### src/rtl/perceptron_trainer_pkg.sv
// Shared constants, types and resolution-record layout for the perceptron trainer.
package perceptron_trainer_pkg;

  localparam int unsigned HIST_LEN     = 32;
  localparam int unsigned WEIGHT_WIDTH = 8;
  localparam int unsigned IDX_WIDTH    = 10;
  localparam int unsigned COL_WIDTH    = $clog2(HIST_LEN + 1);
  localparam int unsigned Y_WIDTH      = WEIGHT_WIDTH + COL_WIDTH;
  localparam int          THETA        = 75;  // floor(1.93*HIST_LEN + 14)

  typedef logic signed [WEIGHT_WIDTH-1:0] weight_t;

  typedef enum logic [2:0] {
    IDLE,
    DECIDE,
    READ,
    WRITE,
    DONE
  } trainer_state_e;

  typedef struct packed {
    logic signed [Y_WIDTH-1:0] y;
    logic                      pred;
    logic                      taken;
    logic [HIST_LEN-1:0]       history;
    logic [IDX_WIDTH-1:0]      index;
  } res_rec_t;

endpackage

### src/rtl/perceptron_trainer_sat_incdec.sv
// Combinational saturating +/-1 on a signed weight; a saturated weight passes through unchanged.
module sat_incdec
  import perceptron_trainer_pkg::*;
(
  input  logic signed [WEIGHT_WIDTH-1:0] i_w,
  input  logic                           i_inc,
  output logic signed [WEIGHT_WIDTH-1:0] o_w
);

  localparam weight_t W_MAX = {1'b0, {(WEIGHT_WIDTH-1){1'b1}}};
  localparam weight_t W_MIN = {1'b1, {(WEIGHT_WIDTH-1){1'b0}}};

  always_comb begin
    o_w = i_w;
    if (i_inc) begin
      if (i_w != W_MAX) o_w = i_w + weight_t'(1);
    end else begin
      if (i_w != W_MIN) o_w = i_w - weight_t'(1);
    end
  end

endmodule

### src/rtl/perceptron_trainer.sv
// Branch-resolution trainer: decides whether to train and serially read-modify-writes
// every weight of the selected perceptron row with saturating +/-1 updates.
module perceptron_trainer
  import perceptron_trainer_pkg::*;
(
  input  logic                           clk,
  input  logic                           rst,
  input  logic                           res_valid,
  output logic                           res_ready,
  input  logic signed [Y_WIDTH-1:0]      res_y,
  input  logic                           res_pred,
  input  logic                           res_taken,
  input  logic [HIST_LEN-1:0]            res_history,
  input  logic [IDX_WIDTH-1:0]           res_index,
  output logic                           wt_re,
  output logic                           wt_we,
  output logic [IDX_WIDTH-1:0]           wt_row,
  output logic [COL_WIDTH-1:0]           wt_col,
  input  logic signed [WEIGHT_WIDTH-1:0] wt_rdata,
  output logic signed [WEIGHT_WIDTH-1:0] wt_wdata,
  output logic                           train_done,
  output logic                           trained
);

  localparam logic signed [Y_WIDTH:0] THETA_POS = (Y_WIDTH+1)'(THETA);
  localparam logic signed [Y_WIDTH:0] THETA_NEG = -THETA_POS;

  trainer_state_e r_state;
  res_rec_t       r_rec;

  logic signed [Y_WIDTH:0] w_y_ext;
  logic                    w_train;
  logic [HIST_LEN:0]       w_x_vec;
  logic                    w_x;
  weight_t                 w_new;

  // One extra bit keeps the most-negative y from wrapping in the magnitude test.
  assign w_y_ext = {r_rec.y[Y_WIDTH-1], r_rec.y};
  assign w_train = (r_rec.pred != r_rec.taken) ||
                   ((w_y_ext >= THETA_NEG) && (w_y_ext <= THETA_POS));

  // Column 0 is the bias (input 1); column c>0 uses history bit c-1.
  assign w_x_vec = {r_rec.history, 1'b1};
  assign w_x     = w_x_vec[wt_col];

  sat_incdec u_sat (
    .i_w   (wt_rdata),
    .i_inc (r_rec.taken == w_x),
    .o_w   (w_new)
  );

  // Read data only arrives in WRITE, so the write strobe/data decode from the state register.
  assign wt_we    = (r_state == WRITE);
  assign wt_wdata = wt_we ? w_new : '0;

  always_ff @(posedge clk) begin
    if (rst) begin
      r_state    <= IDLE;
      r_rec      <= '0;
      res_ready  <= 1'b1;
      wt_re      <= 1'b0;
      wt_row     <= '0;
      wt_col     <= '0;
      train_done <= 1'b0;
      trained    <= 1'b0;
    end else begin
      wt_re      <= 1'b0;
      train_done <= 1'b0;
      case (r_state)
        IDLE: begin
          if (res_valid && res_ready) begin
            r_rec     <= '{y: res_y, pred: res_pred, taken: res_taken,
                           history: res_history, index: res_index};
            res_ready <= 1'b0;
            r_state   <= DECIDE;
          end
        end
        DECIDE: begin
          if (w_train) begin
            wt_re   <= 1'b1;
            wt_row  <= r_rec.index;
            wt_col  <= '0;
            r_state <= READ;
          end else begin
            trained    <= 1'b0;
            train_done <= 1'b1;
            r_state    <= DONE;
          end
        end
        READ: begin
          r_state <= WRITE;
        end
        WRITE: begin
          if (wt_col == COL_WIDTH'(HIST_LEN)) begin
            trained    <= 1'b1;
            train_done <= 1'b1;
            r_state    <= DONE;
          end else begin
            wt_col  <= wt_col + COL_WIDTH'(1);
            wt_re   <= 1'b1;
            r_state <= READ;
          end
        end
        DONE: begin
          trained   <= 1'b0;
          res_ready <= 1'b1;
          r_state   <= IDLE;
        end
        default: begin
          res_ready <= 1'b1;
          r_state   <= IDLE;
        end
      endcase
    end
  end

endmodule

### config.mk
export PLATFORM = sky130hd
export DESIGN_NAME = perceptron_trainer
export DESIGN_NICKNAME = d
export VERILOG_FILES = /design/src/rtl/perceptron_trainer_pkg.sv /design/src/rtl/perceptron_trainer_sat_incdec.sv /design/src/rtl/perceptron_trainer.sv
export SDC_FILE = /design/constraint.sdc
export NUM_CORES = 1
export LEC_CHECK = 0
export ABC_AREA = 1
export CAP_MARGIN = 20
export CORE_MARGIN = 3
export CORE_UTILIZATION = 45
export DETAILED_ROUTE_END_ITERATION = 16
export MAX_ROUTING_LAYER = met4
export PLACE_DENSITY = 0.74
export SYNTH_ARGS = -nofsm -noshare
export SYNTH_HDL_FRONTEND = slang
export SYNTH_SLANG_ARGS = --single-unit
### constraint.sdc
create_clock -name clk -period 1.68 [get_ports clk]
set_input_delay 0.336 -clock clk [delete_from_list [all_inputs] [get_ports clk]]
set_output_delay 0.336 -clock clk [all_outputs]
set_load 0.02 [all_outputs]
**Word level (Yosys, flattened, before mapping)**

Index checks and enable logic that the tools add are counted.

- Add/subtract/negate cells: 3
- Magnitude comparators: 3
- Equality and inequality tests: 14
- Muxes and demuxes: 24
- Bitwise gates (word level): 1
- Reductions and logical operators: 12

Operator list:

| kind | count |
|---|---|
| $mux 8 | 4 |
| $ne 8x8->1 const B | 2 |
| $ge 14x8->1 const B | 1 |
| $le 14x8->1 const B | 1 |
| $mux 6 | 2 |
| $pmux 3 s4 | 1 |
| $pmux 6 s2 | 1 |
| $mux 3 | 3 |
| $add 8x2->8 const B | 1 |
| $mux 1 | 8 |
| $ne 2x2->1 const B | 4 |
| $sub 8x2->8 const B | 1 |
| $lt 6x7->1 const B | 1 |
| $add 6x1->6 const B | 1 |
| $bmux 1 s6 | 1 |
| $eq 3x2->1 const B | 2 |
| $eq 6x6->1 const B | 1 |
| $pmux 1 s2 | 3 |
| $reduce_and 2->1 | 3 |
| $reduce_and 3->1 | 2 |
| $eq 3x1->1 const B | 1 |
| $eq 3x3->1 const B | 1 |
| $logic_not 3->1 | 1 |
| $pmux 1 s3 | 1 |
| other kinds (9) | 10 |

- Register bits after elaboration: 81
- Input port bits: 69
- Output and inout port bits: 29
- Logic and storage cells: 69

**Longest topological paths before layout**

Gate-level depths: netlist of run 1.

- Depth in word-level cells: 5
- Mapped depth: 14
- Gate-level depth less buffers: 12

**Modules after synthesis**

From an unflattened synthesis of run 1, not the netlist that was laid out.

- Cells, all modules: 600
- Area, all modules: 4036.4 µm²

By module, submodules not included:

| module | times used | cells an instance | area each (µm²) | seq. area each (µm²) |
|---|---|---|---|---|
| perceptron_trainer | 1 | 495 | 3524.6 | 1621.6 |
| sat_incdec | 1 | 105 | 511.7 | 0.0 |

**Worst setup path before layout of run 1**

Ideal clock, no wire load.

- Path type: register to output
- Start: register wt_col[0]
- End: output wt_wdata[1]
- Arrival: 1.819 ns
- Data required time: 1.344 ns
- Path slack: -0.475 ns
- Stages on the path, launching flop included: 15
- Buffers on the path: 2
- Cells stage by stage: dfxtp_1 -> buf_6 -> inv_4 -> buf_6 -> nand2_1 -> nand3_1 -> nand3_1 -> nand3_1 -> nand3_2 -> nand3_4 -> nand2_2 -> nand2_4 -> nand3_1 -> nand2_1 -> nor2_1

- Cells in the longest elaborated chain, start to end: 5

RTL lines:

| what | line | source |
|---|---|---|
| start, declared | perceptron_trainer.sv:18 | `output logic [COL_WIDTH-1:0] wt_col,` |
| start signal, assigned | perceptron_trainer.sv:99 | `wt_col <= wt_col + COL_WIDTH'(1);` |
| $bmux 1 s6 | perceptron_trainer.sv:44 | `assign w_x = w_x_vec[wt_col];` |
| $mux 1 (implied by the code) | perceptron_trainer.sv:44 |  |
| $eq 1x1->1 | perceptron_trainer.sv:48 | `.i_inc (r_rec.taken == w_x),` |
| $mux 8 | perceptron_trainer_sat_incdec.sv:15 | `if (i_inc) begin` |
| $mux 8 | perceptron_trainer.sv:54 | `assign wt_wdata = wt_we ? w_new : '0;` |
| end, declared | perceptron_trainer.sv:20 | `output logic signed [WEIGHT_WIDTH-1:0] wt_wdata,` |

No other way between the ends. The select of a mux whose other input is x is not followed.

**Worst setup path in the final report of run 1**

- Start: register wt_col[0]
- End: output wt_wdata[3]

The elaborated chain is that of the path after synthesis.

==> results of run 1 <==
[sequential cells by signal, indices dropped and copies added, names as in the netlist]
name,flops
r_rec,58
train_done,1
r_state,3
wt_re,1
res_ready,1
trained,1
wt_row,10
wt_col,6
[cell usage in the layout (no fill, tap or decap), drive strengths merged]
cell type      count
mux2i              1
a21boi             1
clkdlybuf4s50     69
bufinv             2
nand3             68
clkinv             2
clkdlybuf4s15      2
dfxtp             81
nand2             85
nand4              5
nor2              50
a21oi             75
xnor2              2
nor4               3
inv               73
o21ai             65
nor3              10
ha                 5
dlygate4sd2       10
xor2               7
dlymetal6s2s       7
a2111oi            1
nor3b              1
buf              103
clkbuf            10
nand3b             1
[area by class of cell]
type / instances / area, sq um
inverter: 71 / 274
multi-input combinational: 380 / 2230
clock inverter: 6 / 97.6
fill: 674 / 2130
clock buffer: 10 / 128
sequential: 81 / 1640
tap: 105 / 131
timing repair buffer: 191 / 1760
[power groups by stage]
stage	clock network, mW	registers, mW	logic, mW
2_1_floorplan	0	2.41	1.10
3_3_place_gp	0	2.36	1.90
3_5_place_dp	0	2.37	1.94
4_1_cts	1.65	2.33	2.16
5_1_grt	1.72	2.36	2.47
6_report	1.62	2.34	2.24
[worst max-delay path, stage by stage (launching register included)]
cell and delay (ns):
dfxtp_4 0.41, buf_12 0.14, nand2_1 0.05, nand3_1 0.08, nand3_2 0.07, nand3_1 0.10
nand3_2 0.09, nand3_4 0.13, nand2_4 0.09, nand2_4 0.12, nand3_1 0.14, nand2_2 0.12
nor2_4 0.04, buf_6 0.12
[worst max path at each step]
stage                 from          end  slack [ns]  cells after the start
2_1_floorplan    wt_col[0]  wt_wdata[1]       -0.25                     12
3_3_place_gp   wt_rdata[1]  wt_wdata[4]       -1.23                     12
3_5_place_dp   wt_rdata[1]  wt_wdata[4]       -1.26                     12
4_1_cts          wt_col[0]  wt_wdata[6]       -0.69                     13
5_1_grt          wt_col[0]  wt_wdata[3]       -0.86                     13
6_report         wt_col[0]  wt_wdata[3]       -0.73                     13
[per-layer routing]
metal	vias up	share of wire	routed length (um)	global-route usage
li1	2191	-	-	-
met1	1975	0.43	5130	0.303
met2	130	0.50	5980	0.398
met3	23	0.054	653	0.0417
met4	0	0.019	227	0.0599
met5	-	0	0	-
[cell families after synthesis]
logic type,synth area share
xor+xnor,0.0199
fa+ha+maj,0.0158
simple gates,0.262
mux,0.00252
compound gates,0.182
flops,0.409
buf+inv,0.109
[cell usage after synthesis (all sizes together)]
| cell type | instances | area (sq um) |
|---|---|---|
| clkinv | 1 | 3.75 |
| nand3 | 68 | 373 |
| o21ai | 65 | 329 |
| buf | 11 | 88.8 |
| nand4 | 5 | 31.3 |
| xnor2 | 2 | 17.5 |
| nor3b | 1 | 7.51 |
| dfxtp | 81 | 1620 |
| nand3b | 1 | 7.51 |
| mux2i | 1 | 10.0 |
| nor3 | 10 | 55.1 |
| nor4 | 3 | 25.0 |
| xor2 | 7 | 61.3 |
| clkbuf | 20 | 76.3 |
| nand2 | 85 | 352 |
| a21oi | 75 | 375 |
| a2111oi | 1 | 8.76 |
| nor2 | 50 | 188 |
| inv | 70 | 265 |
| a21boi | 1 | 7.51 |
| ha | 5 | 62.6 |
[timing repair]
| action | 4_1_cts | 5_1_grt |
|---|---|---|
| gates resized for setup | 115 | 39 |
| pin swaps | 14 | 11 |
| setup endpoints to repair | 21 | 34 |
| setup buffers | 11 | 3 |
| cloned | 0 | 1 |
[through the flow]
| stage | setup slack, ns | instance area (sq um) | util | std cells | TNS, ns |
|---|---|---|---|---|---|
| floorplan | -0.248 | 4040 | - | 563 | -1.97 |
| global placement | -1.23 | 5620 | 0.671 | 813 | -12.00 |
| detailed placement | -1.26 | 5620 | 0.671 | 813 | -12.59 |
| CTS | -0.691 | 6130 | 0.731 | 840 | -5.46 |
| global route | -0.858 | 6250 | 0.746 | 844 | -6.83 |
| finish | -0.729 | 6250 | 0.746 | 844 | -5.44 |
==> key figures, run 1 <==
Synthesis
  • FF+latch count, synth: 81
  • Cells after Synth: 563
  • Synth warn: 0
  • Syn Area/Cell: 7.04 sq um
  • Syn Nets: 637
  • Synth Cell Area: 3970 sq um
  • Post-synthesis cell type count: 33
  • Register area share after synthesis: 0.409

Die
  • CORE AREA: 8380 sq um
  • # IOs: 98
  • Die ar.: 9980 sq um
  • Site Rows: 33
  • Die H: 99.9 um
  • Die Wd: 99.9 um
  • Starting density of the core: 0.473

Drt
  • Vias: 4319
  • Drt initial violations: 194
  • Wire length per cell: 14.2 um
  • Avg Vias per Cell: 5.12
  • 1st-pass router iterations: 5
  • Remaining DRCs: 0
  • Final wirelength: 12000 um
  • Antenna-violating nets left: 0

Critical path
  • Crit path max fanout: 12
  • Reg-to-reg slack, setup: 0.05 ns
  • Worst path arrival time: 2.07 ns
  • FF-to-FF End: wt_row[8]
  • CP Class: reg -> out
  • Setup crit start kind: register
  • Crit. End Element: output pin
  • Reg2reg start: r_state[0]
  • Worst Reg2Reg Path Length in Cells: 10
  • Worst path required time: 1.34 ns

Worst hold path
  • Hold Path Sink: r_state[0]
  • Worst hold path type: reg -> reg
  • Hold Path Cell Cnt: 1
  • HP Start: r_state[0]

Finish
  • Layout cell share with drive strength beyond 1: 0.260
  • Antenna cells: 0
  • Net count, final: 808
  • Syn-to-layout area delta: 57.6%

Timing
  • Final Hold Fails: 0
  • Worst-case clock skew: 0.0126 ns
  • Tightest Pin Transition: 0.344 ns
  • Final WS setup: -0.729 ns
  • Final period util: 1.43
  • Slew margin rel.: 0.765
  • Hold WS: 0.451 ns
  • Final min period: 2.41 ns
  • RSZ-0062 raised after global routing: yes
  • Final max-slew violation count: 0
  • Setup violators final: 8
  • Max Freq: 415 MHz

Global route
  • Pin count of the biggest net entering global routing: 47
  • Initial antenna violation count: 0
  • Vias in the first global route: 4220
  • Global route total overflow: 0
  • GRT Overall Usage: 0.239
  • Global-route wire length before repair: 19100 um

Power and ir drop
  • Clk pwr share: 0.261
  • Logic pwr share: 0.362
  • Leakage power: 2.72 nW
  • Switching share of total power: 0.344
  • Cell Pwr Density: 991 nW/um^2
  • Worst vdd ir: 0.564 mV
  • Sequential Power Share: 0.377
  • Pint: 4.06 mW
  • Switching pwr: 2.13 mW
  • Total power: 6.20 mW

Status
  • Status: finished, violations left
  • Failing checks: setup timing

Place
  • # port buffers: 97
  • Gpl congestion: 0.926
  • Post-DP HPWL: 8250 um

Clock network
  • Clock Sinks: 81
  • CTS Buf Count: 9
  • Clock slew at reported path FFs: 0.09 ns
  • Clk_lat worst skew: 0.35 ns
  • CTS root buf: clkbuf_8
  • CTS H-tree depth: 3
  • Worst-case clock buffer depth: 2
  • CTS tree: done
  • CTS hold repair buffers: 0

Run
  • Max cap viols: 0
Power figures use the tool's default switching activity.
==> inputs of run 2 (changes only) <==
--- a/config.mk
+++ b/config.mk
@@ -12,6 +12,7 @@
 export DETAILED_ROUTE_END_ITERATION = 16
 export MAX_ROUTING_LAYER = met4
 export PLACE_DENSITY = 0.74
+export RECOVER_POWER = 100
 export SYNTH_ARGS = -nofsm -noshare
 export SYNTH_HDL_FRONTEND = slang
 export SYNTH_SLANG_ARGS = --single-unit
==> key figures, run 2 (synthesis results as in run 1) <==
Status
  • Status: finished, violations left
  • Failing checks: setup timing

Die
  • # IOs: 98
  • Die H: 99.9 um
  • Die Wd: 99.9 um
  • CORE AREA: 8380 sq um
  • Die ar.: 9980 sq um
  • Site Rows: 33
  • Starting density of the core: 0.473

Global route
  • Global route total overflow: 0
  • GR Layer Usage met3: 0.0417
  • Pin count of the biggest net entering global routing: 47
  • Global-route wire length before repair: 19100 um
  • Met2 Usage GRT: 0.398
  • Top Usage Layer GRT: met2
  • Vias in the first global route: 4220
  • Routing usage on met1: 0.303
  • Initial antenna violation count: 0
  • GRT Overall Usage: 0.239

Critical path
  • Max stage delay on crit path: 0.41 ns
  • Delay-heaviest family, CP: simple AND/OR/NAND/NOR gates
  • Crit path max fanout: 12
  • Worst path required time: 1.34 ns
  • Worst setup path startpoint: wt_col[0]
  • CP dominant cell by count: nand3_1
  • Crit path buf inv count: 2
  • Worst Reg2Reg Path Length in Cells: 8
  • CP Class: reg -> out
  • Worst path depth: 13
  • Worst path arrival time: 2.07 ns
  • Cell Chain, Critical Path: buf_12 -> nand2_1 -> nand3_1 -> nand3_2 -> nand3_1 -> nand3_2 -> nand3_4 -> nand2_4 -> nand2_4 -> nand3_1 -> nand2_2 -> nor2_4 -> buf_6
  • Setup crit start kind: register
  • Crit. End Element: output pin
  • Reg2reg start: r_state[1]
  • Slowest-stage cell, CP: dfxtp_4

Timing
  • Final period util: 1.43
  • Hold WS: 0.449 ns
  • Setup violators final: 12
  • Final WS setup: -0.729 ns
  • Final Hold Fails: 0
  • Worst-case clock skew: 0.0133 ns
  • Final max-slew violation count: 0
  • Max Freq: 415 MHz
  • RSZ-0062 raised after global routing: yes
  • Tightest Pin Transition: 0.403 ns
  • Slew margin rel.: 0.731
  • Final min period: 2.41 ns

Finish
  • Commonest cells after routing, fill and taps aside: buf_4, dfxtp_1, a21oi_1, nand2_1, clkdlybuf4s50_1
  • FF+latch area: 1630 sq um
  • Max reg flops: 58
  • Syn-to-layout area delta: 55.0%
  • Largest Register: r_rec
  • Fillers: 695
  • Net count, final: 808
  • Antenna cells: 0
  • Layout cell share with drive strength beyond 1: 0.250
  • Multi-input logic area: 2210 sq um
  • Regs by FF count: r_rec x58, wt_row x10, wt_col x6
  • Commonest non-fill, non-tap cell in the layout: buf_4

Clock network
  • CTS tree: done
  • CTS hold repair buffers: 0
  • CTS root buf: clkbuf_8
  • Clk_lat worst skew: 0.35 ns
  • CTS Buf Count: 9
  • CTS H-tree depth: 3
  • Clock slew at reported path FFs: 0.09 ns
  • Worst-case clock buffer depth: 2
  • Clock Sinks: 81

Power and ir drop
  • Total power: 6.12 mW
  • Cell Pwr Density: 996 nW/um^2
  • Clk pwr share: 0.264
  • Switching share of total power: 0.346
  • Sequential Power Share: 0.381
  • Switching pwr: 2.12 mW
  • Pint: 4.00 mW
  • Leakage power: 2.59 nW
  • Logic pwr share: 0.354
  • Worst vdd ir: 0.567 mV

Place
  • Gpl congestion: 0.926
  • Post-DP HPWL: 8250 um
  • # port buffers: 97

Drt
  • Final wirelength: 12000 um
  • 1st-pass router iterations: 5
  • Wire length per cell: 14.2 um
  • Antenna-violating nets left: 0
  • Vias: 4343
  • Drt initial violations: 209
  • Avg Vias per Cell: 5.15
  • Remaining DRCs: 0

Worst hold path
  • Hold Path Cell Cnt: 1
  • HP Start: r_state[0]
  • Worst hold path type: reg -> reg

Run
  • Max cap viols: 0
run 2: cell types whose count changed in the layout (fill, tap and decap cells not counted), moves of 2 or more:
| cell | delta |
|---|---|
| buf_12 | -2 |
| buf_4 | -3 |
| clkbuf_1 | +8 |
| clkbuf_4 | +2 |
| dfxtp_1 | +2 |
| dfxtp_2 | -2 |
| dlymetal6s2s_1 | -5 |
run 2: cell type report:
type	instances	area share
Sequential cell	81	0.266
Multi-Input combinational cell	380	0.360
Inverter	71	0.0446
Clock inverter	6	0.0159
Timing Repair Buffer	191	0.272
Tap cell	105	0.0214
Clock buffer	10	0.0208
run 2: power groups by stage:
stage	sequential (mW)	clock [mW]	combinational, mW
3_3_place_gp	2.36	0	1.90
6_report	2.34	1.62	2.17
3_5_place_dp	2.37	0	1.94
2_1_floorplan	2.41	0	1.10
5_1_grt	2.36	1.72	2.40
4_1_cts	2.33	1.65	2.16
run 2: path summary, 6_finish.rpt:
check	end	slack [ns]
setup / recovery	wt_wdata[3]	-0.73
hold reg to reg	r_state[0]	0.45
hold / removal	r_state[0]	0.45
setup reg to reg	r_rec[33]	-0.03
run 2: per-layer routing:
metal,up-vias,share of wire
met5,-,0
met2,137,0.50
li1,2194,-
met3,23,0.053
met4,0,0.019
met1,1989,0.43
run 2: what timing repair did:
action	in CTS	in global routing
gates cloned	0	1
gates resized for setup	115	39
pin swaps	14	11
setup endpoints to repair	21	34
buffers inserted	11	3
hold endpoints to repair	0	0
run 2: through the flow:
stage / worst slack (ns) / cell area (sq um) / util / setup TNS (ns) / cells
final: -0.729 / 6150 / 0.733 / -5.51 / 844
after CTS: -0.691 / 6130 / 0.731 / -5.46 / 840
after floorplan: -0.248 / 4040 / - / -1.97 / 563
after global routing: -0.858 / 6150 / 0.733 / -11.41 / 844
after global placement: -1.23 / 5620 / 0.671 / -12.00 / 813
after detailed placement: -1.26 / 5620 / 0.671 / -12.59 / 813
==> inputs of run 3 (changes only) <==
--- a/config.mk
+++ b/config.mk
@@ -6,6 +6,7 @@
 export NUM_CORES = 1
 export LEC_CHECK = 0
 export ABC_AREA = 1
+export ABC_CLOCK_PERIOD_IN_PS = 1680
 export CAP_MARGIN = 20
 export CORE_MARGIN = 3
 export CORE_UTILIZATION = 45
==> results of run 3 <==
No change in the layout: final DEF, timing and power equal those of run 2.
